### src/rtl/edu_token_capture.sv
// edu_token_capture: two-stage registered token encoder with row well-formedness checks
// Ports:
//   clk, rst                       clock, asynchronous active-low reset
//   in_valid/in_ready              row handshake for token_set_row/flag_set_row
//   out_valid/out_ready            result handshake for token_exist_reg/token_col_reg
//   err_multi, err_flag, clr_err   sticky row errors and their clear pulse
//   tok_cnt                        saturating count of captured rows holding a token
module edu_token_capture #(
  parameter int NUM_UCROW = 4,
  parameter int CNT_W = 16,
  localparam int W = 2 * NUM_UCROW,
  localparam int CW = $clog2(NUM_UCROW) + 1
) (
  input  logic             clk,
  input  logic             rst,
  input  logic             in_valid,
  output logic             in_ready,
  input  logic [W-1:0]     token_set_row,
  input  logic [W-1:0]     flag_set_row,
  output logic             out_valid,
  input  logic             out_ready,
  output logic             token_exist_reg,
  output logic [CW-1:0]    token_col_reg,
  output logic             err_multi,
  output logic             err_flag,
  input  logic             clr_err,
  output logic [CNT_W-1:0] tok_cnt
);
  logic          r_s1_full;
  logic [W-1:0]  r_s1_tok, r_s1_flag;
  logic          w_acc, w_take, w_exist, w_multi;
  logic [CW-1:0] w_col;
  logic [W-1:0]  w_exp;
  assign in_ready = !r_s1_full || !out_valid || out_ready;
  assign w_acc = in_valid && in_ready;
  assign w_take = r_s1_full && (!out_valid || out_ready);
  assign w_exist = |r_s1_tok;
  assign w_multi = |(r_s1_tok & (r_s1_tok - 1'b1));
  // descending scan leaves the lowest set bit; expected flag is the thermometer up to it
  always_comb begin
    w_col = '0;
    w_exp = '0;
    for (int i = W - 1; i >= 0; i--) w_col = r_s1_tok[i] ? CW'(i) : w_col;
    for (int i = 0; i < W; i++) w_exp[i] = w_exist && (CW'(i) <= w_col);
  end
  always_ff @(posedge clk or negedge rst) begin
    if (!rst) begin
      r_s1_full <= 1'b0;
      r_s1_tok <= '0;
      r_s1_flag <= '0;
      out_valid <= 1'b0;
      token_exist_reg <= 1'b0;
      token_col_reg <= '0;
      err_multi <= 1'b0;
      err_flag <= 1'b0;
      tok_cnt <= '0;
    end else begin
      if (w_acc) begin
        r_s1_full <= 1'b1;
        r_s1_tok <= token_set_row;
        r_s1_flag <= flag_set_row;
      end else if (w_take) begin
        r_s1_full <= 1'b0;
      end
      if (w_take) begin
        out_valid <= 1'b1;
        token_exist_reg <= w_exist;
        token_col_reg <= w_col;
        tok_cnt <= (w_exist && !(&tok_cnt)) ? tok_cnt + 1'b1 : tok_cnt;
      end else if (out_ready) begin
        out_valid <= 1'b0;
      end
      // a new error in the clearing cycle wins over the clear
      err_multi <= (err_multi && !clr_err) || (w_take && w_multi);
      err_flag <= (err_flag && !clr_err) || (w_take && (w_exp != r_s1_flag));
    end
  end
endmodule

### config.mk
export PLATFORM = sky130hd
export DESIGN_NAME = edu_token_capture
export DESIGN_NICKNAME = d
export VERILOG_FILES = /design/src/rtl/edu_token_capture.sv
export SDC_FILE = /design/constraint.sdc
export NUM_CORES = 1
export LEC_CHECK = 0
export CAP_MARGIN = 20
export CORE_MARGIN = 10
export CORE_UTILIZATION = 49
export CTS_CLUSTER_DIAMETER = 50
export DETAILED_ROUTE_END_ITERATION = 6
export HOLD_SLACK_MARGIN = 0.12
export PLACE_DENSITY = 0.79
export SYNTH_ARGS = -nofsm -noshare
export SYNTH_HDL_FRONTEND = slang
export SYNTH_SLANG_ARGS = --single-unit
### constraint.sdc
create_clock -name clk -period 2.3 [get_ports clk]
set_input_delay 0.69 -clock clk [delete_from_list [all_inputs] [get_ports clk]]
set_output_delay 0.69 -clock clk [all_outputs]
set_load 0.02 [all_outputs]
==> metrics.md, run 1 <==
| Metric | Value |
|---|---|
| #FFs+latches synth | 40 |
| Family with the most delay on the worst path | buffers and inverters |
| Tmin final | 2.12 ns |
| Core box area | 3740 um2 |
| Via density per instance | 5.53 |
| Crit-path slowest cell | clkdlybuf4s50_1 |
| FF-to-FF Start | r_s1_tok[4]$_DFFE_PN0P_ |
| Antenna Cells | 0 |
| WP depth | 1 |
| Synthesized net count | 199 |
| Initial antenna violation count | 0 |
| R2R cell count | 5 |
| Hpwl dp | 3.40 mm |
| Pre-CTS WS | -0.472 ns |
| Seq/Total Area, Yosys | 51.9% |
| Worst skew pair latency | 0.30 ns |
| Peak supply drop | 541 uV |
| DRT iter0 DRCs | 138 |
| Setup slack after layout | 0.181 ns |
| Kind of critical path | reg -> out |
| Crit-path cells | clkdlybuf4s50_1 |
| # setup viols final | 0 |
| Power share of the combinational group | 30.7% |
| Post-Synthesis Cell Area | 1930 um2 |
| Critical Path Max Stage Delay | 0.65 ns |
| IO Pins | 45 |
| Crit path launch | tok_cnt[15]$_DFFE_PN0P_ |
| Unrepaired setup endpoints after global routing | no |
| Area of the multi-input gates | 898 um2 |
| Leading area contributor after synthesis | dfrtp_1 |
| Final ANT Viol Nets | 0 |
| Final Skew | 0.00707 ns |
| Reg clk slew, reported paths | 0.08 ns |
| Drt first pass iters | 4 |
| Hold Violations, Final | 0 |
| Ys flop type | dfrtp_1 |
| Registers with the most flip-flops | tok_cnt: 16 flops, r_s1_flag: 8 flops, r_s1_tok: 8 flops |
| CTS tree | yes |
| Clk pwr share | 22.9% |
| Max-slew violation total from the final report | 0 |
| First-pass GRT wire length | 7.41 mm |
| HP Class | in -> async |
| Die ar. | 6840 um2 |
| Power Density | 803 nW/um2 |
| Max Cap Violations | 0 |
| F_max | 0.472 GHz |
| Root Buffer | clkbuf_8 |
| Slack of the worst reg-to-reg path | 0.23 ns |
| # DRC | 0 |
| Power, Total | 2.10 mW |
| Period Utilization, post-route | 92.1% |
| GP Congestion | 0.858 |
| Top cell type's share of synthesized area | 51.9% |
| Total CTS buffers | 5 |
| Crit end category | primary output |
| Status | completed |
| Worst slew pin tran | 0.651 ns |
| CP endpoint | tok_cnt[15] |
| Most common cell in the synthesized netlist | dfrtp_1 |
| Asr flop ratio synth | 100% |
| Filler cells | 304 |
| Startpoint type of the worst setup path | register |
| Pin count of the biggest net entering global routing | 41 |
| WP buf/inv | 1 |
| Vias | 1571 |
| GRT Resource Usage Total | 14.0% |
| Crit path required time | 1.61 ns |
| Max FO, Critical Path | 7 |
| Clock Tree Buf Depth | 2 |
| Pleak | 1.09 nW |
| Port Buffers | 44 |
| Routed length per instance | 16.2 um |
| Synth cell count leaders | dfrtp_1 (40), nand2_1 (18), mux2_2 (16) |
| Setup TNS | 0 ns |
| Die extent in x | 82.7 um |
| Slew headroom | 56.2% |
| Synth unique cells | 41 |
| CTS Sinks | 40 |
| Rows | 22 |
| Vias in the first global route | 1608 |
| Net Sw Power | 0.699 mW |
| Post-synthesis cell count | 177 |
| Switching share of power | 33.3% |
| H-Tree Depth | 2 |
| Nets | 257 |
| Grt ovf | 0 |
| Layout area overhead | 35.5% |
| Data arrival, critical path | 1.43 ns |
| Sequential share of power | 46.4% |
| Yosys warns | 0 |
| Register with the most flip-flops | tok_cnt |
| Sequential cell area | 1000 um2 |
| Die H | 82.7 um |
| WHS | 0.441 ns |
| Layout cells sized above 1 | 19.1% |
| WL final | 4.59 mm |
| Syn Area/Cell | 10.9 um2 |
| FF-to-FF End | err_flag$_DFF_PN0_ |
| Max reg flops | 16 |
| Initial core utilization | 51.5% |
| Internal | 1.40 mW |
| Area contributors post-synth | dfrtp_1 (52%), mux2_2 (9.3%), xnor2_1 (5.9%), nand2_1 (3.5%), o21ai_0 (2.3%) |
| Number of synthesized flops with an enable pin | 0 |
## kinds of logic after synthesis
kind of cell    count (synthesis)  share of synthesized area [%]
compound gates                 29                           10.1
simple gates                   61                           16.4
fa+ha+maj                       3                           1.69
xor+xnor                       15                           6.81
flops                          40                           51.9
mux                            19                           11.0
buf+inv                        10                           2.01
## worst min-delay path by stage
stage                            startpoint                      endpoint  cells past startpoint
3_5_place_dp   token_col_reg[0]$_DFFE_PN0P_  token_col_reg[0]$_DFFE_PN0P_                      2
6_report                                rst      r_s1_flag[5]$_DFFE_PN0P_                      2
3_3_place_gp   token_col_reg[1]$_DFFE_PN0P_  token_col_reg[1]$_DFFE_PN0P_                      2
2_1_floorplan                           rst            err_flag$_DFF_PN0_                      0
4_1_cts                                 rst   token_exist_reg$_DFFE_PN0P_                      2
5_1_grt                                 rst      r_s1_flag[5]$_DFFE_PN0P_                      2
## timing repair
item | in CTS | in global routing
hold buffers | 0 | 0
resized for setup | 8 | 1
setup buffers | 0 | 1
endpoints found under the setup margin | 1 | 1
pin swaps | 0 | 1
## stage by stage
step                std cells  util, %  instance area, um2
CTS                       283     69.5                2600
finish                    284     69.8                2610
detailed placement        275     66.7                2500
floorplan                 177        -                1930
global placement          275     66.7                2500
global route              284     69.8                2610
## final cells by class
cell class	instances	share of cell area (%)
flip-flops and latches	40	38.3
clock buffers	6	3.16
inverters	5	0.718
multi-input cells	127	34.4
repair buffers	56	20.7
clock inverters	2	0.383
well taps	48	2.30
## per-layer routing
layer	vias up	GRT usage, %	share of wire, %
met4	0	5.52	1.6
met2	57	22.1	48
met3	8	5.83	8.6
li1	756	-	-
met5	-	0	0
met1	750	16.6	42
## power groups by stage
stage | sequential (mW) | clock, mW | combinational [mW]
finish | 0.973 | 0.479 | 0.645
CTS | 0.970 | 0.496 | 0.651
floorplan | 1.03 | 0 | 0.273
detailed placement | 0.981 | 0 | 0.645
global route | 0.993 | 0.519 | 0.697
global placement | 0.966 | 0 | 0.627
## cells in the final DEF (no fill, tap or decap), drive strengths merged, types with 2 or more instances in the layout
master         count
xor2               2
clkdlybuf4s50     41
a21oi              5
dfrtp             40
xnor2             13
nand2             18
nand3              7
o21ai              9
buf               14
or2                3
nor4               4
nor2               7
mux2              18
nand4              6
clkbuf             6
nor3               7
o31ai              3
a31oi              3
nand2b             3
clkinv             2
inv                5
maj3               2
or4                2
Note: power is estimated with default switching activity, not from simulation.
==> run 2, diff against run 1 <==
--- a/config.mk
+++ b/config.mk
@@ -7,11 +7,12 @@
 export LEC_CHECK = 0
 export CAP_MARGIN = 20
 export CORE_MARGIN = 10
-export CORE_UTILIZATION = 49
+export CORE_UTILIZATION = 47
 export CTS_CLUSTER_DIAMETER = 50
 export DETAILED_ROUTE_END_ITERATION = 6
 export HOLD_SLACK_MARGIN = 0.12
-export PLACE_DENSITY = 0.79
+export PLACE_DENSITY = 0.76
+export SLEW_MARGIN = 0
 export SYNTH_ARGS = -nofsm -noshare
 export SYNTH_HDL_FRONTEND = slang
 export SYNTH_SLANG_ARGS = --single-unit
==> run 2 against run 1 <==
  * Via count fell by 2.9%
  * First-iteration DRC count fell by 17%
  * Largest cell class unchanged
  * Critical path depth rose by 3
  * Sequential share of layout area fell by 0.27 points
  * Utilization fell by 3.5 points
==> metrics.md, run 2 (synthesis gave the netlist of run 1 again) <==
| Metric | Value |
|---|---|
| WHS | 0.433 ns |
| # setup viols final | 0 |
| Hold-fix buffers, CTS | 0 |
| Vias | 1526 |
| Layout Cells excl Fill | 286 |
| Peak supply drop | 509 uV |
| Status | completed |
| Routed wl met2 | 2.14 mm |
| Max-slew violation total from the final report | 0 |
| FF-to-FF Start | r_s1_tok[4]$_DFFE_PN0P_ |
| Crit path required time | 1.61 ns |
| FF-to-FF End | err_flag$_DFF_PN0_ |
| WL final | 4.36 mm |
| Layout cells sized above 1 | 19.1% |
| GP Congestion | 0.802 |
| Worst slew pin tran | 0.774 ns |
| Max Cap Violations | 0 |
| CTS tree | yes |
| Met3 WL | 176 um |
| First-pass GRT wire length | 7.29 mm |
| DRT iter0 DRCs | 114 |
| Die ar. | 7060 um2 |
| Core box area | 3970 um2 |
| Power Density | 832 nW/um2 |
| Most frequent cells in the layout | clkdlybuf4s50_1 (42), dfrtp_1 (40), nand2_1 (18) |
| Data arrival, critical path | 1.59 ns |
| Rows | 23 |
| Post-Route M1 WL | 1.95 mm |
| Most common cell after layout, fill and taps aside | clkdlybuf4s50_1 |
| Pleak | 1.08 nW |
| Worst skew pair latency | 0.30 ns |
| Switching share of power | 32.2% |
| CP endpoint | in_ready |
| CTS Sinks | 40 |
| Total CTS buffers | 5 |
| Vias in the first global route | 1495 |
| Max Used Layer | met4 |
| Root Buffer | clkbuf_8 |
| Initial core utilization | 48.6% |
| HP Class | in -> async |
| Slack of the worst reg-to-reg path | 0.27 ns |
| Max FO, Critical Path | 2 |
| Drt first pass iters | 4 |
| Die extent in x | 84.1 um |
| Hpwl dp | 3.18 mm |
| Sequential share of power | 43.7% |
| Kind of critical path | in -> out |
| Net Sw Power | 0.705 mW |
| Reg clk slew, reported paths | 0.08 ns |
| Tmin final | 2.28 ns |
| Startpoint type of the worst setup path | input port |
| Max reg flops | 16 |
| Power share of the combinational group | 30.0% |
| Pin count of the biggest net entering global routing | 41 |
| Initial antenna violation count | 0 |
| Die H | 84.1 um |
| GRT Resource Usage Total | 12.6% |
| Final Skew | 0.00754 ns |
| Slew headroom | 47.9% |
| Nets | 257 |
| Layout area overhead | 36.5% |
| R2R cell count | 5 |
| Inst Count DP | 278 |
| Hold Violations, Final | 0 |
| Clk pwr share | 26.3% |
| Internal | 1.48 mW |
| Port Buffers | 44 |
| Clock Tree Buf Depth | 2 |
| Routed length per instance | 15.2 um |
| Via density per instance | 5.34 |
| Period Utilization, post-route | 99.2% |
| Grt ovf | 0 |
| Antenna Cells | 0 |
| Register with the most flip-flops | tok_cnt |
| # DRC | 0 |
| H-Tree Depth | 2 |
| F_max | 0.438 GHz |
| Registers with the most flip-flops | tok_cnt: 16 flops, r_s1_flag: 8 flops, r_s1_tok: 8 flops |
| Crit end category | primary output |
| Crit path launch | out_ready |
| Final ANT Viol Nets | 0 |
| IO Pins | 45 |
| Post-CTS Setup Bufs | 0 |
==> run 2: power groups by stage <==
stage	combinational (mW)	clock, mW	sequential, mW
floorplan	0.273	0	1.03
global placement	0.647	0	0.966
detailed placement	0.658	0	0.967
CTS	0.665	0.592	0.956
global route	0.721	0.622	0.982
finish	0.656	0.575	0.957
==> run 2: routing by layer <==
layer  track usage [%]  up-vias
met5                 0        -
met4              6.39        0
met3              3.61        7
met2              20.9       33
met1              14.4      727
li1                  -      759
==> run 2: timing repair <==
item                                    4_1_cts  5_1_grt
endpoints found under the hold margin         0        0
resized for setup                             7        1
pin swaps                                     0        0
cloned                                        0        0
endpoints found under the setup margin        1        1
==> run 2: layout make-up <==
class                           count  area [um2]
Clock inverter                      3        42.5
Timing Repair Buffer               56         539
Tap cell                           50        62.6
Clock buffer                        5        68.8
Sequential cell                    40        1000
Multi-Input combinational cell    127         898
Inverter                            5        18.8
Fill cell                         339        1340
==> run 2: how the worst min path moves through the flow <==
stage                                   endpoint                    startpoint  slack [ns]
floorplan                     err_flag$_DFF_PN0_                           rst        0.39
global placement    token_col_reg[1]$_DFFE_PN0P_  token_col_reg[1]$_DFFE_PN0P_        0.46
detailed placement   token_exist_reg$_DFFE_PN0P_   token_exist_reg$_DFFE_PN0P_        0.46
CTS                       tok_cnt[8]$_DFFE_PN0P_                           rst        0.45
global route             tok_cnt[12]$_DFFE_PN0P_                           rst        0.48
finish                   tok_cnt[12]$_DFFE_PN0P_                           rst        0.43
==> run 2: per-stage QoR <==
stage | setup WS [ns] | total power [mW] | setup TNS, ns | utilization, % | cell area, um2
floorplan | 0.124 | 1.31 | 0 | - | 1930
global placement | -0.465 | 1.61 | -1.63 | 63.2 | 2510
detailed placement | -0.451 | 1.63 | -1.57 | 63.2 | 2510
CTS | 0.00182 | 2.21 | 0 | 66.1 | 2620
global route | -0.0143 | 2.32 | -0.0143 | 66.3 | 2630
finish | 0.0180 | 2.19 | 0 | 66.3 | 2630
==> run 2: worst max-delay path, cell delays in order <==
cell	delay, ns
clkdlybuf4s50_1	0.40
nand2b_4	0.14
or2_4	0.23
buf_6	0.13
